File: config.mk
export PLATFORM = sky130hd
export DESIGN_NAME = image_xform_engine_flat
export DESIGN_NICKNAME = d
export VERILOG_FILES = /design/src/rtl/image_xform_engine_if.sv /design/src/rtl/image_xform_engine.sv /design/src/flat_wrapper.sv
export SDC_FILE = /design/constraint.sdc
export NUM_CORES = 1
export LEC_CHECK = 0
export BUFFER_PORTS_ARGS = -buffer_cell sky130_fd_sc_hd__buf_2
export CAP_MARGIN = 10
export CORE_MARGIN = 3
export CORE_UTILIZATION = 53
export CTS_BUF_LIST = sky130_fd_sc_hd__clkbuf_8 sky130_fd_sc_hd__clkbuf_16
export DETAILED_ROUTE_END_ITERATION = 12
export PLACE_DENSITY_LB_ADDON = 0.25
export SKIP_CTS_REPAIR_TIMING = 1
export SLEW_MARGIN = 20
export SYNTH_ARGS = -nofsm -noshare
export SYNTH_HDL_FRONTEND = slang
export SYNTH_SLANG_ARGS = --single-unit
File: constraint.sdc
create_clock -name clk -period 8.6 [get_ports clk]
set_clock_uncertainty 0.2 [all_clocks]
set_input_delay 1.29 -clock clk [delete_from_list [all_inputs] [get_ports clk]]
set_output_delay 1.29 -clock clk [all_outputs]
set_load 0.005 [all_outputs]
File: src/rtl/image_xform_engine_if.sv
// Single-word read/write request bus between the transform engine and the memory controller.
interface image_xform_engine_if #(
  parameter int unsigned ADDR_LEN     = 32,
  parameter int unsigned MEM_DATA_LEN = 64
);
  logic                    rd_valid;
  logic                    rd_ready;
  logic [9:0]              rd_burst_len;
  logic [ADDR_LEN-1:0]     rd_addr;
  logic [MEM_DATA_LEN-1:0] rd_data;
  logic                    rd_burst_finish;
  logic                    wr_valid;
  logic                    wr_ready;
  logic [9:0]              wr_burst_len;
  logic [ADDR_LEN-1:0]     wr_addr;
  logic [MEM_DATA_LEN-1:0] wr_data;
  logic                    wr_burst_finish;

  modport master (
    output rd_valid, rd_burst_len, rd_addr,
    input  rd_ready, rd_data, rd_burst_finish,
    output wr_valid, wr_burst_len, wr_addr, wr_data,
    input  wr_ready, wr_burst_finish
  );

  modport slave (
    input  rd_valid, rd_burst_len, rd_addr,
    output rd_ready, rd_data, rd_burst_finish,
    input  wr_valid, wr_burst_len, wr_addr, wr_data,
    output wr_ready, wr_burst_finish
  );
endinterface

File: src/rtl/image_xform_engine.sv
// Per-pixel geometric transform: walks destination pixels in raster order, fetches the
// mapped source word (or substitutes a fill word) and writes it to the ping-pong destination.
module image_xform_engine #(
  parameter int unsigned VIDEO_WIDTH  = 960,
  parameter int unsigned VIDEO_HEIGHT = 540,
  parameter int unsigned MEM_DATA_LEN = 64,
  parameter int unsigned ADDR_LEN     = 32,
  parameter int unsigned RD_BASE_0    = 240000,
  parameter int unsigned RD_BASE_1    = 500000,
  parameter int unsigned WR_BASE_0    = 760000,
  parameter int unsigned WR_BASE_1    = 1020000,
  parameter logic [MEM_DATA_LEN-1:0] FILL_VALUE = '0
) (
  input  logic        clk,
  input  logic        rst,
  input  logic        frame_start,
  input  logic [2:0]  cfg_mode,
  input  logic [11:0] cfg_x_shift,
  input  logic [11:0] cfg_y_shift,
  input  logic [3:0]  cfg_scale,
  output logic        busy,
  output logic        frame_done,
  output logic        buf_sel,
  output logic        error,
  image_xform_engine_if.master mem
);
  typedef enum logic [2:0] {S_IDLE, S_CALC, S_READ, S_WRITE, S_NEXT, S_DONE} state_t;

  localparam logic [2:0] MODE_PASS    = 3'd0;
  localparam logic [2:0] MODE_XSHIFT  = 3'd1;
  localparam logic [2:0] MODE_YSHIFT  = 3'd2;
  localparam logic [2:0] MODE_SCALE   = 3'd3;
  localparam logic [2:0] MODE_HMIRROR = 3'd4;
  localparam logic [2:0] MODE_VMIRROR = 3'd5;

  localparam logic [11:0]         X_LAST = 12'(VIDEO_WIDTH - 1);
  localparam logic [11:0]         Y_LAST = 12'(VIDEO_HEIGHT - 1);
  localparam logic [15:0]         W16    = 16'(VIDEO_WIDTH);
  localparam logic [15:0]         H16    = 16'(VIDEO_HEIGHT);
  localparam logic [ADDR_LEN-1:0] W_A    = ADDR_LEN'(VIDEO_WIDTH);

  state_t                  state_reg;
  logic [11:0]             x_reg, y_reg, xs_reg, ys_reg;
  logic [3:0]              s_reg;
  logic [2:0]              mode_reg;
  logic                    busy_reg, done_reg, buf_sel_reg, error_reg;
  logic                    rd_valid_reg, wr_valid_reg;
  logic [ADDR_LEN-1:0]     rd_addr_reg, wr_addr_reg;
  logic [MEM_DATA_LEN-1:0] wr_data_reg;

  logic [15:0]             x16, y16, sx_next, sy_next;
  logic                    src_ok_next;
  logic [ADDR_LEN-1:0]     src_base, dst_base, rd_addr_next, wr_addr_next;
  logic                    unused_ready;

  assign unused_ready = &{1'b0, mem.rd_ready, mem.wr_ready};

  // Source coordinate from the latched mode; products stay in 16 bits so nothing wraps.
  always_comb begin
    x16         = {4'd0, x_reg};
    y16         = {4'd0, y_reg};
    sx_next     = x16;
    sy_next     = y16;
    src_ok_next = 1'b1;
    case (mode_reg)
      MODE_XSHIFT: begin
        src_ok_next = (x16 >= {4'd0, xs_reg});
        sx_next     = x16 - {4'd0, xs_reg};
      end
      MODE_YSHIFT: begin
        src_ok_next = (y16 >= {4'd0, ys_reg});
        sy_next     = y16 - {4'd0, ys_reg};
      end
      MODE_SCALE: begin
        sx_next     = x16 * {12'd0, s_reg};
        sy_next     = y16 * {12'd0, s_reg};
        src_ok_next = (sx_next < W16) && (sy_next < H16);
      end
      MODE_HMIRROR: sx_next = W16 - 16'd1 - x16;
      MODE_VMIRROR: sy_next = H16 - 16'd1 - y16;
      default: ;
    endcase
    src_base     = buf_sel_reg ? ADDR_LEN'(RD_BASE_1) : ADDR_LEN'(RD_BASE_0);
    dst_base     = buf_sel_reg ? ADDR_LEN'(WR_BASE_1) : ADDR_LEN'(WR_BASE_0);
    rd_addr_next = src_base + ADDR_LEN'(sy_next) * W_A + ADDR_LEN'(sx_next);
    wr_addr_next = dst_base + ADDR_LEN'(y16) * W_A + ADDR_LEN'(x16);
  end

  always_ff @(posedge clk or negedge rst) begin
    if (!rst) begin
      state_reg    <= S_IDLE;
      x_reg        <= '0;
      y_reg        <= '0;
      xs_reg       <= '0;
      ys_reg       <= '0;
      s_reg        <= '0;
      mode_reg     <= MODE_PASS;
      busy_reg     <= 1'b0;
      done_reg     <= 1'b0;
      buf_sel_reg  <= 1'b0;
      error_reg    <= 1'b0;
      rd_valid_reg <= 1'b0;
      wr_valid_reg <= 1'b0;
      rd_addr_reg  <= '0;
      wr_addr_reg  <= '0;
      wr_data_reg  <= '0;
    end else begin
      if (frame_start && state_reg != S_IDLE) error_reg <= 1'b1;
      case (state_reg)
        S_IDLE: begin
          if (frame_start) begin
            xs_reg <= cfg_x_shift;
            ys_reg <= cfg_y_shift;
            s_reg  <= cfg_scale;
            // Illegal configurations degrade to a plain copy so the frame still completes.
            if (cfg_mode > MODE_VMIRROR || (cfg_mode == MODE_SCALE && cfg_scale == 4'd0)) begin
              mode_reg  <= MODE_PASS;
              error_reg <= 1'b1;
            end else begin
              mode_reg  <= cfg_mode;
            end
            x_reg     <= '0;
            y_reg     <= '0;
            busy_reg  <= 1'b1;
            state_reg <= S_CALC;
          end
        end
        S_CALC: begin
          rd_addr_reg <= rd_addr_next;
          wr_addr_reg <= wr_addr_next;
          if (src_ok_next) begin
            rd_valid_reg <= 1'b1;
            state_reg    <= S_READ;
          end else begin
            wr_data_reg  <= FILL_VALUE;
            wr_valid_reg <= 1'b1;
            state_reg    <= S_WRITE;
          end
        end
        S_READ: begin
          if (mem.rd_burst_finish) begin
            wr_data_reg  <= mem.rd_data;
            rd_valid_reg <= 1'b0;
            wr_valid_reg <= 1'b1;
            state_reg    <= S_WRITE;
          end
        end
        S_WRITE: begin
          if (mem.wr_burst_finish) begin
            wr_valid_reg <= 1'b0;
            state_reg    <= S_NEXT;
          end
        end
        S_NEXT: begin
          if (x_reg == X_LAST) begin
            x_reg <= '0;
            if (y_reg == Y_LAST) begin
              busy_reg    <= 1'b0;
              done_reg    <= 1'b1;
              buf_sel_reg <= ~buf_sel_reg;
              state_reg   <= S_DONE;
            end else begin
              y_reg     <= y_reg + 12'd1;
              state_reg <= S_CALC;
            end
          end else begin
            x_reg     <= x_reg + 12'd1;
            state_reg <= S_CALC;
          end
        end
        S_DONE: begin
          done_reg  <= 1'b0;
          state_reg <= S_IDLE;
        end
        default: state_reg <= S_IDLE;
      endcase
    end
  end

  assign busy             = busy_reg;
  assign frame_done       = done_reg;
  assign buf_sel          = buf_sel_reg;
  assign error            = error_reg;
  assign mem.rd_valid     = rd_valid_reg;
  assign mem.rd_burst_len = 10'd1;
  assign mem.rd_addr      = rd_addr_reg;
  assign mem.wr_valid     = wr_valid_reg;
  assign mem.wr_burst_len = 10'd1;
  assign mem.wr_addr      = wr_addr_reg;
  assign mem.wr_data      = wr_data_reg;
endmodule

File: src/flat_wrapper.sv
// flat-port wrapper written by rule: the top's interface ports become plain ports
module image_xform_engine_flat 
#(
  parameter int unsigned VIDEO_WIDTH  = 960,
  parameter int unsigned VIDEO_HEIGHT = 540,
  parameter int unsigned MEM_DATA_LEN = 64,
  parameter int unsigned ADDR_LEN     = 32,
  parameter int unsigned RD_BASE_0    = 240000,
  parameter int unsigned RD_BASE_1    = 500000,
  parameter int unsigned WR_BASE_0    = 760000,
  parameter int unsigned WR_BASE_1    = 1020000,
  parameter logic [MEM_DATA_LEN-1:0] FILL_VALUE = '0
)
  (clk, rst, frame_start, cfg_mode, cfg_x_shift, cfg_y_shift, cfg_scale, busy, frame_done, buf_sel, error, mem_rd_valid, mem_rd_burst_len, mem_rd_addr, mem_rd_ready, mem_rd_data, mem_rd_burst_finish, mem_wr_valid, mem_wr_burst_len, mem_wr_addr, mem_wr_data, mem_wr_ready, mem_wr_burst_finish);
  image_xform_engine_if #(.ADDR_LEN(ADDR_LEN), .MEM_DATA_LEN(MEM_DATA_LEN)) mem_i ();
  input  logic clk;
  input  logic rst;
  input  logic frame_start;
  input  logic [2:0] cfg_mode;
  input  logic [11:0] cfg_x_shift;
  input  logic [11:0] cfg_y_shift;
  input  logic [3:0] cfg_scale;
  output logic busy;
  output logic frame_done;
  output logic buf_sel;
  output logic error;
  output wire logic [$bits(mem_i.rd_valid)-1:0] mem_rd_valid;
  output wire logic [$bits(mem_i.rd_burst_len)-1:0] mem_rd_burst_len;
  output wire logic [$bits(mem_i.rd_addr)-1:0] mem_rd_addr;
  input wire logic [$bits(mem_i.rd_ready)-1:0] mem_rd_ready;
  input wire logic [$bits(mem_i.rd_data)-1:0] mem_rd_data;
  input wire logic [$bits(mem_i.rd_burst_finish)-1:0] mem_rd_burst_finish;
  output wire logic [$bits(mem_i.wr_valid)-1:0] mem_wr_valid;
  output wire logic [$bits(mem_i.wr_burst_len)-1:0] mem_wr_burst_len;
  output wire logic [$bits(mem_i.wr_addr)-1:0] mem_wr_addr;
  output wire logic [$bits(mem_i.wr_data)-1:0] mem_wr_data;
  input wire logic [$bits(mem_i.wr_ready)-1:0] mem_wr_ready;
  input wire logic [$bits(mem_i.wr_burst_finish)-1:0] mem_wr_burst_finish;
  assign mem_rd_valid = mem_i.rd_valid;
  assign mem_rd_burst_len = mem_i.rd_burst_len;
  assign mem_rd_addr = mem_i.rd_addr;
  assign mem_i.rd_ready = mem_rd_ready;
  assign mem_i.rd_data = mem_rd_data;
  assign mem_i.rd_burst_finish = mem_rd_burst_finish;
  assign mem_wr_valid = mem_i.wr_valid;
  assign mem_wr_burst_len = mem_i.wr_burst_len;
  assign mem_wr_addr = mem_i.wr_addr;
  assign mem_wr_data = mem_i.wr_data;
  assign mem_i.wr_ready = mem_wr_ready;
  assign mem_i.wr_burst_finish = mem_wr_burst_finish;
  image_xform_engine #(.VIDEO_WIDTH(VIDEO_WIDTH), .VIDEO_HEIGHT(VIDEO_HEIGHT), .MEM_DATA_LEN(MEM_DATA_LEN), .ADDR_LEN(ADDR_LEN), .RD_BASE_0(RD_BASE_0), .RD_BASE_1(RD_BASE_1), .WR_BASE_0(WR_BASE_0), .WR_BASE_1(WR_BASE_1), .FILL_VALUE(FILL_VALUE)) u_core (.clk(clk), .rst(rst), .frame_start(frame_start), .cfg_mode(cfg_mode), .cfg_x_shift(cfg_x_shift), .cfg_y_shift(cfg_y_shift), .cfg_scale(cfg_scale), .busy(busy), .frame_done(frame_done), .buf_sel(buf_sel), .error(error), .mem(mem_i));
endmodule
==> results_dict.tcl, run 1 <==
set metrics [dict create \
    grt_usage_pct 26.2 \
    grt_remaining_overflow 0 \
    grt_pass1_wl_mm 70.9 \
    r2r_start "u_core.s_reg[3]" \
    fin_ws_ns 0.497 \
    start_util_pct 54.1 \
    first_pass_iters 6 \
    syn_area_per_cell_sq_um 8.95 \
    crit_fanout 8 \
    drive_gt1_share_pct 16.4 \
    clockBufferDepth 2 \
    yosysTopAreaCell "dfrtp_1" \
    hold_viol 0 \
    switching_power_w 0.00357 \
    p_int_w 0.00393 \
    cp-start-kind "flop" \
    synth_most_common_cell "nand2_1" \
    grt.met1_usage_pct 33.4 \
    whs_endpoint "u_core.mem.rd_addr[12]" \
    holdPathStages 2 \
    clkTransAtPathRegs_ns 0.08 \
    dieWidth_microns 183 \
    die_h_microns 183 \
    antenna_found_initial 1 \
    area_growth_pct 12.2 \
    power_frac_seq_pct 18.2 \
    outcome "finished, final reports clean" \
    cp.required_ns 8.71 \
    use_met2_pct 44.6 \
    dpl.hpwl_mm 34.2 \
    final_nets 2439 \
    rows 64 \
    synth_edf_count 0 \
    endpoint_kind "flop" \
    max-slew-margin-rel_pct 28.1 \
    worst_pin_slew_ns 1.07 \
    h-tree-depth 4 \
    fin_crit_ns 8.10 \
    grt_max_degree 102 \
    netlist_area_sq_um 16700 \
    detail-route-antenna-nets 0 \
    hp-start "u_core.mem.rd_addr[12]" \
    ios 256 \
    pre_cts_slack_ns 0.243 \
    place_area_sq_um 18000 \
    power_w 0.00750 \
    netlist_instances 1865 \
    switching_share_pct 47.6 \
    largest_register_ffs 64 \
    crit_top_cell "fa_1" \
    regToRegEndpoint "u_core.mem.rd_addr[22]" \
    core_area_sq_um 30800 \
    synthTopCellsByArea "dfrtp_1 27%, ha_1 13%, fa_1 12%, nand2_1 5.3%, inv_1 4.0%" \
    synthArstFlopShare_pct 100 \
    cts-root-buf "clkbuf_16" \
    synth_top_area_share_pct 26.7 \
    worstRegToRegCells 31 \
    ys_seq_elements 178 \
    clock_latency_ns 0.46 \
    hold_ws_ns 0.266 \
    regToRegSetupSlack_ns 0.50 \
    slowest_stage "fa_1" \
    worstHoldPathType "reg2reg" \
    ys_warn_count 0 \
    power_density_nw_per_um2 400 \
    routed_via_density 5.60 \
    synth_ff_type "dfrtp_1" \
    cpPeakStageDelay_ns 0.54 \
    tns_ns 0 \
    setup_viol 0 \
    die-area_sq_um 33700 \
    grt_pass1_vias 14100 \
    min_period_over_period_pct 94.2 \
    path_class "reg2reg" \
    cts_buffers 17 \
    portBuffers 219 \
    tritoncts "yes" \
    synth_cell_type_count 82 \
    p_comb_share_pct 71.2 \
    yosysSeqAreaShare_pct 26.7 \
    slew_violations 0 \
    synth_commonest_cells "234 x nand2_1, 179 x inv_1, 178 x dfrtp_1" \
    fmax_mhz 123 \
    routed_wl_mm 43.7 \
    final_area_sq_um 18700 \
    power_leakage_nw 9.96 \
    maxCapViolCount 0 \
    crit_arrival_ns 8.21 \
    pwr-share-clk_pct 10.5 \
    drc 0 \
    drtIter0Drc 772 \
    vdd_drop_max_mv 0.580 \
    cts_sinks 178 \
    vias 13900 \
    gp_congestion 0.897 \
    gr-max-usage-layer "met2" \
    grt_use_met3_pct 4.21 \
    wl_per_cell_microns 17.7 \
]
cells by family after synthesis:
logic type / Yosys count / synth area share [%]
DFF: 178 / 26.7
adders and majority gates: 271 / 24.6
buffers and inverters: 289 / 8.05
other: 2 / 0.0450
muxes: 7 / 0.442
xor gates and xnor gates: 116 / 6.09
AOI/OAI and AO/OA: 459 / 18.7
and+or+nand+nor: 543 / 15.4
power by group through the flow:
| stage | Sequential (W) | Combinational (W) | Clock, W |
|---|---|---|---|
| 2_1_floorplan | 0.00134 | 0.00391 | 0 |
| 3_3_place_gp | 0.00137 | 0.00501 | 0 |
| 3_5_place_dp | 0.00138 | 0.00510 | 0 |
| 4_1_cts | 0.00137 | 0.00518 | 0.000808 |
| 5_1_grt | 0.00141 | 0.00612 | 0.000843 |
| 6_report | 0.00137 | 0.00534 | 0.000789 |
critical path: cells and delay by family (launching register included):
kind                     cells  cell delay (ns)
flip-flops                   1             0.47
adder cells (fa/ha/maj)      8             3.40
XOR/XNOR                     2             0.32
AND/OR/NAND/NOR              6             0.95
AO/OA/AOI/OAI                9             1.85
buffers and inverters        5             0.46
multiplexers                 1             0.29
how the worst max path moves through the flow:
stage                     from                     end  slack (ns)  depth (start not counted)
6_report       u_core.s_reg[3]  u_core.mem.rd_addr[22]        0.50                         31
5_1_grt        u_core.s_reg[3]  u_core.mem.rd_addr[22]      -0.002                         35
4_1_cts        u_core.s_reg[3]  u_core.mem.rd_addr[22]        0.17                         34
3_5_place_dp   u_core.s_reg[3]  u_core.mem.rd_addr[22]        0.24                         34
3_3_place_gp   u_core.s_reg[3]  u_core.mem.rd_addr[22]        0.30                         34
2_1_floorplan  u_core.y_reg[1]  u_core.mem.rd_addr[22]        0.55                         31
layout make-up:
cell class                      count  area, sq um
Clock buffer                       19          453
Clock inverter                     13          141
Tap cell                          396          495
Timing Repair Buffer              260         1420
Inverter                          179          672
Antenna cell                        1         2.50
Multi-Input combinational cell   1430        11100
Fill cell                        2745        12100
Sequential cell                   178         4460
routing by layer:
metal  up-vias  wire length [microns]  part of all wire (%)
met1      6662                  18800                    43
met5         -                      0                     0
li1       6712                      -                     -
met2       423                  20800                    48
met4         0                   1500                   3.4
met3        76                   2650                   6.1
cell usage in the layout, fill, tap and decap left out, drive strengths merged, types with 58 or more instances in the layout:
cell and n:
a21oi 94, a22o 67, inv 186, buf 259, fa 96, nor2 97
and2 58, xnor2 70, dfrtp 178, ha 175, nand2 234, o21ai 115
stage by stage:
| stage | util [%] | cells |
|---|---|---|
| floorplan | - | 1897 |
| global placement | 58.5 | 2439 |
| detailed placement | 58.5 | 2439 |
| CTS | 60.4 | 2471 |
| global route | 60.8 | 2476 |
| finish | 60.8 | 2476 |
Note: power is estimated with default switching activity, not from simulation.
==> inputs of run 2 (changes only) <==
Settings changed: CELL_PAD_IN_SITES_DETAIL_PLACEMENT set to 1, CELL_PAD_IN_SITES_GLOBAL_PLACEMENT set to 1, CORE_UTILIZATION 53 to 40.
==> run 2 against run 1 <==
Net effect: combinational power is 1% higher; wire length up 10%; global-route usage down 4.1 points; core utilization decreased by 15 points; setup slack got worse by 0.096 ns; sequential power about the same; cell count increased by 5.4%; clock power increased by 1%; highest routed layer unchanged; critical path type unchanged; register-to-register slack got worse by 0.096 ns.
==> results_dict.tcl, run 2 (same netlist as run 1, synthesis figures left out) <==
set metrics [dict create \
    outcome "finished, final reports clean" \
    clockBufferDepth 2 \
    grt_pass1_wl_mm 79.0 \
    rows 74 \
    antenna_found_initial 1 \
    fin_crit_ns 8.20 \
    drc 0 \
    hold_viol 0 \
    vias 13900 \
    wl_per_cell_microns 18.5 \
    cp-start-kind "flop" \
    worst_pin_slew_ns 1.10 \
    die_h_microns 210 \
    routed_wl_mm 48.3 \
    layout_common_cells "234 x nand2_1, 218 x buf_2, 180 x inv_1, 176 x dfrtp_1, 175 x ha_1" \
    vdd_drop_max_mv 0.431 \
    maxCapViolCount 0 \
    path_class "reg2reg" \
    h-tree-depth 4 \
    routed_via_density 5.34 \
    fmax_mhz 122 \
    power_density_nw_per_um2 403 \
    clkTransAtPathRegs_ns 0.08 \
    slowest_stage "fa_1" \
    clock_latency_ns 0.48 \
    area_growth_pct 12.9 \
    grt_usage_pct 22.1 \
    core_area_sq_um 41000 \
    setup_viol 0 \
    grt_pass1_vias 14700 \
    tritoncts "yes" \
    endpoint_kind "flop" \
    largest_register_ffs 64 \
    cpPeakStageDelay_ns 0.53 \
    place_area_sq_um 18200 \
    dieWidth_microns 210 \
    grt_remaining_overflow 0 \
    detail-route-antenna-nets 0 \
    worstHoldPathType "reg2reg" \
    drive_gt1_share_pct 16.1 \
    fin_util_pct 46.0 \
    ios 256 \
    portBuffers 219 \
    drtIter0Drc 763 \
    power_leakage_nw 9.95 \
    start_util_pct 40.7 \
    cts_buffers 17 \
    slew_violations 0 \
    gp_congestion 0.862 \
    die-area_sq_um 44200 \
    crit_fanout 14 \
    dpl.hpwl_mm 38.3 \
    final_nets 2437 \
    cts_sinks 178 \
    max-slew-margin-rel_pct 24.7 \
    final_area_sq_um 18800 \
    first_pass_iters 4 \
    layout_commonest_cell "nand2_1" \
    crit_arrival_ns 8.33 \
    cp.required_ns 8.73 \
    min_period_over_period_pct 95.3 \
    grt_max_degree 118 \
    cts-root-buf "clkbuf_16" \
]
run 2: per-stage QoR:
step | setup TNS, ns | cells | total power (W) | hold WS, ns | setup WS, ns
2_1_floorplan | 0 | 1897 | 0.00525 | 0.250 | 0.546
3_3_place_gp | 0 | 2577 | 0.00646 | 0.237 | 0.302
3_5_place_dp | 0 | 2577 | 0.00664 | 0.259 | 0.150
4_1_cts | 0 | 2609 | 0.00755 | 0.276 | 0.0404
5_1_grt | -0.0280 | 2610 | 0.00841 | 0.303 | -0.0280
6_report | 0 | 2610 | 0.00759 | 0.272 | 0.400
run 2: power by group:
group	switching (W)	total [W]	internal, W	leakage (nW)
clock network	0.000385	0.000797	0.000412	0.290
registers	0.000222	0.00138	0.00116	2.28
logic	0.00307	0.00541	0.00234	7.38
total	0.00368	0.00759	0.00391	9.95
run 2: critical path, delay by kind of cell, from the launching register on:
kind	cells	cell delay, ns
flip-flops	1	0.51
AND/OR/NAND/NOR	5	1.05
multiplexers	1	0.37
AO/OA/AOI/OAI	12	2.03
XOR/XNOR	2	0.29
buffers and inverters	4	0.19
adder cells (fa/ha/maj)	8	3.43
run 2: path summary, 6_finish.rpt:
path / from / end / slack (ns) / depth (start not counted)
setup / recovery: u_core.s_reg[2] / u_core.mem.rd_addr[22] / 0.40 / 32
hold / removal: u_core.mem.wr_addr[4] / u_core.mem.wr_addr[4] / 0.27 / 2
setup reg to reg: u_core.s_reg[2] / u_core.mem.rd_addr[22] / 0.40 / 32
hold reg to reg: u_core.mem.wr_addr[4] / u_core.mem.wr_addr[4] / 0.27 / 2
max in group asynchronous: rst / u_core.mem.rd_addr[18] / 6.02 / 2
min in group asynchronous: rst / u_core.mem.wr_data[42] / 0.76 / 1
run 2: layer usage:
| layer | share of wire, % | up-vias | global-route usage, % |
|---|---|---|---|
| met2 | 49 | 249 | 38.1 |
| li1 | - | 6695 | - |
| met4 | 2.1 | 0 | 6.11 |
| met3 | 3.7 | 42 | 2.95 |
| met1 | 45 | 6951 | 29.3 |
| met5 | 0 | - | 0 |
run 2: final cells by class:
type                    instances  area (sq um)
multi-input cells            1430         11100
well taps                     532           666
clock buffers                  17           425
repair buffers                258          1400
diodes                          1          2.50
inverters                     179           672
fillers                      4852         22200
flip-flops and latches        178          4460
clock inverters                15           166
==> inputs of run 3 (changes only) <==
Settings changed: CORE_UTILIZATION 40 to 45.
Clock period 8.6 ns to 8.3 ns, I/O delays scaled along.
==> run 3 against run 2 <==
Net effect: critical path depth decreased by 4; fmax increased by 2.0%; largest power group unchanged; critical path type unchanged; wire length increased by 4.3%; sequential share of layout area decreased by 0.18 points; critical endpoint unchanged; power increased by 10%.
==> results_dict.tcl, run 3 (same netlist as run 1, synthesis figures left out) <==
set metrics [dict create \
    fmax_mhz 124 \
    maxCapViolCount 0 \
    ios 256 \
    worst_pin_slew_ns 0.972 \
    worstRegToRegCells 28 \
    core_area_sq_um 36100 \
    slew_violations 0 \
    routed_via_density 5.57 \
    crit_arrival_ns 8.15 \
    final_nets 2448 \
    die-area_sq_um 39400 \
    antenna_found_initial 2 \
    layout_commonest_cell "nand2_1" \
    cpPeakStageDelay_ns 0.59 \
    min_period_over_period_pct 96.8 \
    crit_fanout 7 \
    wl_per_cell_microns 19.7 \
    fill_cells 4283 \
    dpl.hpwl_mm 39.0 \
    cp-start-kind "flop" \
    clockBufferDepth 2 \
    area_growth_pct 13.8 \
    h-tree-depth 4 \
    crit_top_cell "fa_1" \
    gp_congestion 0.891 \
    final_area_sq_um 19000 \
    setup_viol 0 \
    worstHoldPathType "reg2reg" \
    endpoint_kind "flop" \
    clock_latency_ns 0.47 \
    fin_crit_ns 8.04 \
    grt_remaining_overflow 0 \
    drtIter0Drc 635 \
    largest_register_ffs 64 \
    vdd_drop_max_mv 0.592 \
    portBuffers 219 \
    grt_pass1_wl_mm 80.8 \
    layout_common_cells "234 x nand2_1, 218 x buf_2, 178 x inv_1, 175 x dfrtp_1, 169 x ha_1" \
    clkTransAtPathRegs_ns 0.09 \
    rows 69 \
    hold_viol 0 \
    routed_wl_mm 50.3 \
    grt_max_degree 109 \
    regToRegSetupSlack_ns 0.26 \
    cts_sinks 178 \
    drive_gt1_share_pct 17.5 \
    placed_cells 2516 \
    cts_buffers 17 \
    grt_usage_pct 25.7 \
    detail-route-antenna-nets 0 \
    cp.required_ns 8.41 \
    fin_ws_ns 0.261 \
    power_leakage_nw 10.0 \
    outcome "finished, final reports clean" \
    drc 0 \
    tritoncts "yes" \
    pre_cts_slack_ns 0.0532 \
    first_pass_iters 5 \
    place_area_sq_um 18200 \
    start_util_pct 46.2 \
    dieWidth_microns 199 \
    fin_cells 2550 \
    cts-root-buf "clkbuf_16" \
    die_h_microns 199 \
    slowest_stage "fa_2" \
    grt_pass1_vias 15200 \
    vias 14200 \
    holdPathStages 1 \
    path_class "reg2reg" \
    max-slew-margin-rel_pct 33.5 \
    power_density_nw_per_um2 439 \
]
## run 3: area by class of cell
type / count / area, sq um / area share (%)
diodes: 1 / 2.50 / 0.0132
clock buffers: 17 / 425 / 2.24
clock inverters: 15 / 190 / 1.00
inverters: 179 / 672 / 3.54
multi-input cells: 1430 / 11200 / 58.9
flip-flops and latches: 178 / 4460 / 23.5
well taps: 461 / 577 / 3.04
repair buffers: 269 / 1480 / 7.79
## run 3: worst max-delay path, delay by kind of cell (launching register included)
kind	cells	cell delay, ns
AOI/OAI and AO/OA	9	1.88
DFF	1	0.45
muxes	1	0.30
xor gates and xnor gates	1	0.14
adders and majority gates	8	3.74
buffers and inverters	3	0.24
and+or+nand+nor	6	0.91
## run 3: power breakdown
group | internal [W] | leakage (nW) | switching [W] | total [W]
Sequential | 0.00120 | 2.28 | 0.000221 | 0.00142
Combinational | 0.00260 | 7.44 | 0.00348 | 0.00608
Clock | 0.000411 | 0.293 | 0.000434 | 0.000845
## run 3: worst paths after layout
check                           startpoint                     end
max                        u_core.s_reg[3]  u_core.mem.rd_addr[22]
min                           u_core.error            u_core.error
min in group asynchronous              rst  u_core.mem.wr_data[45]
max in group asynchronous              rst  u_core.mem.rd_addr[13]
max reg2reg                u_core.s_reg[3]  u_core.mem.rd_addr[22]
min reg2reg                   u_core.error            u_core.error
## run 3: routing by layer
metal	global-route usage [%]	share of wire, %
met4	9.29	2.9
met1	31.7	43
met3	4.40	4.6
met2	45.3	50
met5	0	0.018
## run 3: stage by stage
| step | hold slack [ns] | utilization, % | total power [W] | setup TNS, ns |
|---|---|---|---|---|
| 5_1_grt | 0.295 | 52.6 | 0.00918 | -0.0742 |
| 6_report | 0.273 | 52.6 | 0.00834 | 0 |
| 3_5_place_dp | 0.255 | 50.4 | 0.00693 | 0 |
| 3_3_place_gp | 0.235 | 50.4 | 0.00670 | 0 |
| 4_1_cts | 0.276 | 52.1 | 0.00794 | -0.0793 |
| 2_1_floorplan | 0.250 | - | 0.00544 | 0 |
